===== config.mk =====
export PLATFORM = sky130hd
export DESIGN_NAME = climate_controller
export DESIGN_NICKNAME = d
export VERILOG_FILES = /design/src/rtl/climate_pkg.sv /design/src/rtl/sensor_debounce.sv /design/src/rtl/climate_controller.sv
export SDC_FILE = /design/constraint.sdc
export NUM_CORES = 1
export LEC_CHECK = 0
export ABC_CLOCK_PERIOD_IN_PS = 2300
export BUFFER_PORTS_ARGS = -buffer_cell sky130_fd_sc_hd__buf_2
export CAP_MARGIN = 20
export CORE_MARGIN = 4
export CORE_UTILIZATION = 51
export CTS_CLUSTER_DIAMETER = 120
export CTS_CLUSTER_SIZE = 10
export DETAILED_ROUTE_END_ITERATION = 10
export GPL_TIMING_DRIVEN = 0
export PLACE_DENSITY = 0.76
export SLEW_MARGIN = 20
export SYNTH_ARGS = -nofsm -noshare
export SYNTH_HDL_FRONTEND = slang
export SYNTH_SLANG_ARGS = --single-unit

===== constraint.sdc =====
create_clock -name clk_2 -period 2.3 [get_ports clk_2]
set_input_delay 0.23 -clock clk_2 [delete_from_list [all_inputs] [get_ports clk_2]]
set_output_delay 0.23 -clock clk_2 [all_outputs]
set_load 0.01 [all_outputs]

===== src/rtl/climate_pkg.sv =====
// Shared types and constants for the heater/cooler climate controller.
package climate_pkg;

  // Controller states; the encodings are visible on dbg_state.
  typedef enum logic [2:0] {
    IDLE  = 3'd0,
    HEAT  = 3'd1,
    COOL  = 3'd2,
    DEAD  = 3'd3,
    FAULT = 3'd4
  } state_t;

  // Debounced sensor codes built from {T2, T1}.
  localparam logic [1:0] COLD = 2'b00;
  localparam logic [1:0] OK   = 2'b01;
  localparam logic [1:0] BAD  = 2'b10;
  localparam logic [1:0] HOT  = 2'b11;

  // Larger of two bounds, used to size the shared run/fault counters.
  function automatic int max_of(input int a, input int b);
    return (a > b) ? a : b;
  endfunction

endpackage


===== src/rtl/sensor_debounce.sv =====
// Two-flop synchroniser followed by a joint debounce of the whole vector:
// the accepted value only changes after the synchronised input has disagreed
// with it for DEBOUNCE consecutive cycles.
module sensor_debounce #(
  parameter int               WIDTH    = 2,
  parameter int               DEBOUNCE = 4,
  parameter logic [WIDTH-1:0] RST_VAL  = '0
) (
  input  logic             clk,
  input  logic             rst_n,
  input  logic [WIDTH-1:0] raw,
  output logic [WIDTH-1:0] sens
);

  localparam int             CW   = $clog2(DEBOUNCE) + 1;
  localparam logic [CW-1:0]  LAST = CW'(DEBOUNCE - 1);

  logic [WIDTH-1:0] meta_q;
  logic [WIDTH-1:0] sync_q;
  logic [CW-1:0]    dcnt;

  // Bring the asynchronous raw input into the clock domain.
  always_ff @(posedge clk) begin
    // NOTE: registers use non-blocking assignments so every flop samples the
    // pre-edge value of the one before it; blocking here would collapse the
    // two synchroniser stages into one.
    if (!rst_n) begin
      meta_q <= RST_VAL;
      sync_q <= RST_VAL;
    end else begin
      meta_q <= raw;
      sync_q <= meta_q;
    end
  end

  // Accept the synchronised value once it has persisted long enough.
  always_ff @(posedge clk) begin
    if (!rst_n) begin
      sens <= RST_VAL;
      dcnt <= '0;
    end else if (sync_q == sens) begin
      dcnt <= '0;
    end else if (dcnt == LAST) begin
      sens <= sync_q;
      dcnt <= '0;
    end else begin
      dcnt <= dcnt + 1'b1;
    end
  end

endmodule


===== src/rtl/climate_controller.sv =====
// Heater/cooler controller: debounced sensor code drives a Moore FSM that
// enforces mutual exclusion, a minimum run time, a dead time between
// actuators and a latched fault on a persistent inconsistent sensor code.
module climate_controller
  import climate_pkg::*;
#(
  parameter int DEBOUNCE  = 4,
  parameter int MIN_ON    = 8,
  parameter int DEAD_T    = 2,
  parameter int FAULT_CYC = 6
) (
  input  logic       clk_2,
  input  logic       reset,
  input  logic [1:0] t_in,
  input  logic       ack,
  output logic       heater,
  output logic       cooler,
  output logic       fault,
  output logic [2:0] dbg_state,
  output logic [1:0] dbg_sens
);

  localparam int            CW         = $clog2(max_of(MIN_ON, max_of(DEAD_T, FAULT_CYC))) + 1;
  localparam logic [CW-1:0] RUN_LAST   = CW'(MIN_ON - 1);
  localparam logic [CW-1:0] DEAD_LAST  = CW'(DEAD_T - 1);
  localparam logic [CW-1:0] FAULT_LAST = CW'(FAULT_CYC - 1);

  logic [1:0]    d;
  logic          ack_meta;
  logic          ack_sync;
  state_t        state;
  state_t        state_next;
  logic [CW-1:0] rcnt;
  logic [CW-1:0] rcnt_next;
  logic [CW-1:0] fcnt;
  logic [CW-1:0] fcnt_next;

  sensor_debounce #(
    .WIDTH   (2),
    .DEBOUNCE(DEBOUNCE),
    .RST_VAL (OK)
  ) u_sens (
    .clk  (clk_2),
    .rst_n(reset),
    .raw  (t_in),
    .sens (d)
  );

  // Plain two-flop synchroniser for the acknowledge level.
  always_ff @(posedge clk_2) begin
    if (!reset) begin
      ack_meta <= 1'b0;
      ack_sync <= 1'b0;
    end else begin
      ack_meta <= ack;
      ack_sync <= ack_meta;
    end
  end

  // State and counter registers.
  always_ff @(posedge clk_2) begin
    if (!reset) begin
      state <= IDLE;
      rcnt  <= '0;
      fcnt  <= '0;
    end else begin
      state <= state_next;
      rcnt  <= rcnt_next;
      fcnt  <= fcnt_next;
    end
  end

  // Next-state and counter logic; the fault threshold overrides everything.
  always_comb begin
    // NOTE: every output of this block gets a default first, so no path
    // leaves a variable unassigned and no latch is inferred.
    state_next = state;
    rcnt_next  = '0;
    fcnt_next  = '0;

    if (state != FAULT && d == BAD) fcnt_next = fcnt + 1'b1;

    case (state)
      IDLE: begin
        if (d == COLD)     state_next = HEAT;
        else if (d == HOT) state_next = COOL;
      end
      HEAT: begin
        if (rcnt != RUN_LAST)  rcnt_next  = rcnt + 1'b1;
        else if (d != COLD)    state_next = DEAD;
        else                   rcnt_next  = rcnt;
      end
      COOL: begin
        if (rcnt != RUN_LAST)  rcnt_next  = rcnt + 1'b1;
        else if (d != HOT)     state_next = DEAD;
        else                   rcnt_next  = rcnt;
      end
      DEAD: begin
        if (rcnt == DEAD_LAST) state_next = IDLE;
        else                   rcnt_next  = rcnt + 1'b1;
      end
      FAULT: begin
        if (ack_sync && d != BAD) state_next = IDLE;
      end
      default: state_next = IDLE;
    endcase

    if (d == BAD && fcnt == FAULT_LAST) begin
      state_next = FAULT;
      rcnt_next  = '0;
      fcnt_next  = '0;
    end
  end

  assign heater    = (state == HEAT);
  assign cooler    = (state == COOL);
  assign fault     = (state == FAULT);
  assign dbg_state = state;
  assign dbg_sens  = d;

endmodule


**Word-level counts from Yosys, hierarchy flattened**

Cells that the tools add are included.

- Bitwise logic cells: 3
- $add $sub $neg: 3
- Reduce and logical (&&, ||, !) cells: 13
- Eq/ne operators: 30
- Mux-type cells: 16

Operators by type and width:

| kind | number |
|---|---|
| $mux W3 | 9 |
| $mux W4 | 5 |
| $ne A3 B1 Y1 const B | 5 |
| $pmux W3 S5 | 1 |
| $reduce_and A7 Y1 | 2 |
| $pmux W4 S3 | 1 |
| $ne A2 B2 Y1 const B | 5 |
| $eq A3 B2 Y1 const B | 3 |
| $ne A3 B3 Y1 const B | 3 |
| $add A4 B1 Y4 const B | 2 |
| $ne A2 B1 Y1 const B | 3 |
| $ne A3 B2 Y1 const B | 2 |
| $reduce_or A3 Y1 | 2 |
| $eq A2 B2 Y1 const B | 2 |
| $eq A4 B1 Y1 const B | 1 |
| $eq A4 B3 Y1 const B | 1 |
| $ne A4 B3 Y1 const B | 1 |
| $ne A4 B4 Y1 const B | 1 |
| $reduce_and A2 Y1 | 2 |
| $add A3 B1 Y3 const B | 1 |
| $eq A3 B1 Y1 const B | 1 |
| $eq A3 B3 Y1 const B | 1 |
| $logic_and A1 B1 Y1 | 3 |
| $logic_not A3 Y1 | 1 |
| other kinds (5) | 7 |

- Bits of input ports: 5
- Output and inout bits: 8
- Logic and storage cells: 75
- Bits in registers: 22

**Longest topological paths before layout**

- Depth after elaboration: 5
- Gate-level depth with buffers: 6
- Gate-level depth less buffers: 6

**Modules after synthesis**

Synthesis repeated with hierarchy kept, for this count alone.

- Cells, all modules: 105
- Area total of the unflattened synthesis: 1064.8 µm²

By module, submodules not included:

| module | area each (µm²) | times used | cells an instance | sequential area each (µm²) |
|---|---|---|---|---|
| climate_controller | 750.7 | 1 | 78 | 260.2 |
| sensor_debounce | 314.1 | 1 | 27 | 180.2 |

**Worst setup path after synthesis**

Ideal clock, no wire load.

- Path type: register to register
- From: register rcnt[0]
- To: register rcnt[1]
- Required time: 2.230 ns
- Data arrival time: 1.623 ns
- Setup slack: 0.607 ns
- Setup time: 0.070 ns
- Period minus slack after synthesis: 1.693 ns
- Path buffers: 0
- Cell stages (with the launch flop): 6
- Cells stage by stage: dfxtp_1 -> ha_1 -> and3b_1 -> o32a_4 -> or4_1 -> a21oi_1

- Longest elaborated chain between the ends: 3
- Elaborated cells between the ends (all ways): 10
- Classes of those cells: 1 x add/sub; 4 x eq/ne; 4 x mux; 1 x reduce/logical

Ends and longest elaborated chain:

| what | RTL line | RTL |
|---|---|---|
| from (decl) | climate_controller.sv:33 | `logic [CW-1:0] rcnt;` |
| from (signal assigned) | climate_controller.sv:68 | `rcnt <= rcnt_next;` |
| $add A4 B1 Y4 (tied with other cells) | climate_controller.sv:89, climate_controller.sv:94, climate_controller.sv:100 |  |
| $mux W4 (tied with other cells) | climate_controller.sv:99 | `if (rcnt == DEAD_LAST) state_next = IDLE;` |
| $pmux W4 S3 / $reduce_and A2 Y1 (equally long branches) | n/a |  |

Parallel ways exist; a longest one is shown, timed or not.
A chain may end at the register's enable or synchronous reset.

**Worst setup path in the final report**

Ends and elaborated chain as after synthesis.

==> key figures <==
Status
  • Status: completed

Layout
  • Commonest cells after routing, fill and taps aside: dfxtp_1, buf_2, nor2_1, ha_1, and2_1
  • Fin nets: approximately 140
  • Final instance area: 1200 um2
  • Most common cell after layout, fill and taps aside: dfxtp_1
  • Antenna diode count: 0
  • Area delta synth->final: 13.9%
  • Layout Cells excl Fill: 150
  • Share of post-route cells with drive strength above 1: between 10% and 20%

Critical path
  • RR Endpoint: rcnt[1]
  • RR Startpoint: rcnt[0]
  • Flop-to-flop setup slack: 500 ps
  • Crit path from: rcnt[0]
  • Req. time, crit path: 2540 ps
  • Type of origin of the critical path: flop
  • Crit path capture: rcnt[1]
  • CP endpoint kind: flop
  • CP Class: reg2reg
  • Worst R2R Path Depth: 5
  • Worst-path maximum fanout: 7
  • Critical path arrival: slightly above 2000 ps

Power and ir drop
  • PwrDens: 803 nW/um2
  • Peak supply drop: 0.000452 V
  • Leakage: ~0.00051 uW

Synthesis
  • Yosys warns: 0
  • EDFF count, synth: 0
  • Number of synthesized register bits: 22
  • Mean Syn Cell Area: between 9 and 10 um2
  • Cells after Synth: about 110
  • Synth async-reset ratio: 0%
  • Main synth FF type: dfxtp_1
  • Mapped cell area: 1050 um2
  • Syn Nets: approximately 120
  • Cell variety after synth: 37
  • Seq/Total Area, Yosys: approximately two fifths

Timing
  • Sum Neg Setup Slack: 0 ps
  • Setup-failing EPs final: 0
  • Slew @ Worst Pin: 337 ps
  • Minimum clock period: about 1800 ps
  • Period utilisation layout: around four fifths
  • F_max: between 0.5 and 0.6 GHz
  • Worst slew margin: between 70 and 80%
  • Max Transition Viols Final: 0
  • Final Hold Vio Count: 0
  • RSZ-0062 raised after global routing: no
  • Worst Skew: roughly 8.6 ps

Routing
  • Vias per Instance: ~5
  • Drt drc: 0
  • First-pass detailed-route iteration total: 4
  • Routed length per instance: between 10 and 15 um
  • Post-DRT Antenna Nets: 0
  • Total vias in the final route: 761
  • Initial DRC Count: 7
  • Routed wire length: roughly 1700 um

Run
  • Max-cap violations: 0

Placement
  • Detail Placement HPWL: about 1300 um
  • Routability Congestion: approximately 0.77
  • Buffers added on ports: 12
  • Placed cell area: between 1000 and 1500 um2
  • Dpl cells: around 150

Worst hold path
  • Tightest Hold Check Type: in2reg

Floorplanning
  • Core Region: 1960 um2
  • Chip Width: about 53 um
  • IO Count: 13
  • Die area: about 2900 um2
  • Initial Util: a little over half
  • Core Rows: 16
  • Die Ht: 53.4 um

Global routing
  • Global route overflow: 0
  • Largest net degree at the start of global routing: 14
  • First-pass GRT wire length: between 2000 and 3000 um
  • Initial antenna violation count: 0
  • Total GRT Usage: 14.2%
  • Vias in the first global route: ~690

CTS
  • Reg clk slew, reported paths: around 120 ps
  • H-tree depth: 1
  • Cts repair resizes: 0
  • Later-pin clock latency in the skew report: between 300 and 400 ps
  • Hold buffer count at CTS: 0
  • CTS tree: built
  • CTS sink cnt: 22
  • Post-CTS setup buffers: 0
  • Clock buffer depth: 2
  • Root Buffer: clkbuf_4
  • CTS buffer count: 3
## cells in the mapped netlist, types with 3 or more instances
| library cell | n | area (um2) |
|---|---|---|
| and2_1 | 7 | 43.8 |
| dfxtp_1 | 22 | 440 |
| ha_1 | 9 | 113 |
| inv_1 | 6 | 22.5 |
| nand2b_1 | 4 | 25.0 |
| nand3_1 | 3 | 15.0 |
| nor2_1 | 9 | 33.8 |
| xor2_1 | 4 | 35.0 |
## cell type report
| cell class | instances | area [um2] |
|---|---|---|
| plain buffers | 4 | 23.8 |
| inverters | 6 | 22.5 |
| clock buffers | 3 | 22.5 |
| repair buffers | 12 | 60.1 |
| flip-flops and latches | 22 | 440 |
| fillers | 202 | 763 |
| multi-input cells | 75 | 566 |
| clock inverters | 1 | 30.0 |
| well taps | 27 | 33.8 |
## routing by layer
| layer | vias up | routed length (um) | global-route usage [%] | share of wire [%] |
|---|---|---|---|---|
| met4 | 0 | 38 | 8.94 | 2.3 |
| met5 | - | 0 | 0 | 0 |
| li1 | 403 | - | - | - |
| met1 | 343 | 792 | 17.0 | 48 |
| met2 | 11 | 761 | 22.9 | 46 |
| met3 | 4 | 57 | 2.54 | 3.5 |
## flip-flops by register name, indices dropped and copies added, names as in the netlist
signal	flops
ack_meta	1
u_sens.dcnt	3
u_sens.meta_q	2
rcnt	4
u_sens.sens	2
dbg_state	3
u_sens.sync_q	2
ack_sync	1
fcnt	4
## logic make-up after synthesis
| family | after synthesis | share of synthesized area [%] |
|---|---|---|
| adders and majority gates | 9 | 10.7 |
| muxes | 1 | 0.951 |
| AOI/OAI and AO/OA | 17 | 13.1 |
| xor gates and xnor gates | 6 | 4.99 |
| and+or+nand+nor | 42 | 24.0 |
| DFF | 22 | 41.9 |
| buffers and inverters | 10 | 4.40 |
## how the worst min path moves through the flow
| stage | slack (ps) | depth (start not counted) | endpoint | start |
|---|---|---|---|---|
| floorplan | 330 | 1 | u_sens.meta_q[0] | t_in[0] |
| global placement | 390 | 1 | u_sens.sync_q[0] | u_sens.meta_q[0] |
| detailed placement | 400 | 1 | u_sens.sync_q[0] | u_sens.meta_q[0] |
| CTS | 90 | 2 | u_sens.meta_q[0] | t_in[0] |
| global route | 120 | 2 | u_sens.meta_q[0] | t_in[0] |
| finish | 100 | 2 | u_sens.meta_q[0] | t_in[0] |
## stage by stage
| step | hold WS [ps] | setup WS, ps | total power [uW] | util, % |
|---|---|---|---|---|
| 2_1_floorplan | 331 | 607 | 624 | - |
| 3_3_place_gp | 393 | 544 | 673 | 58.4 |
| 3_5_place_dp | 401 | 515 | 680 | 58.4 |
| 4_1_cts | 90.0 | 491 | 976 | 61.1 |
| 5_1_grt | 117 | 380 | 1030 | 61.1 |
| 6_report | 97.9 | 495 | 962 | 61.1 |
## report_power, final
part           total [uW]  internal [uW]  switching, uW
registers             427            406           20.8
clock network         292            176            116
logic                 242            122            120
## critical path: stages, from the launching register on
cell	delay [ps]
dfxtp_1	380
ha_1	230
and3b_1	200
o32a_4	390
or4_1	400
a21oi_1	140
Power figures use the tool's default switching activity.
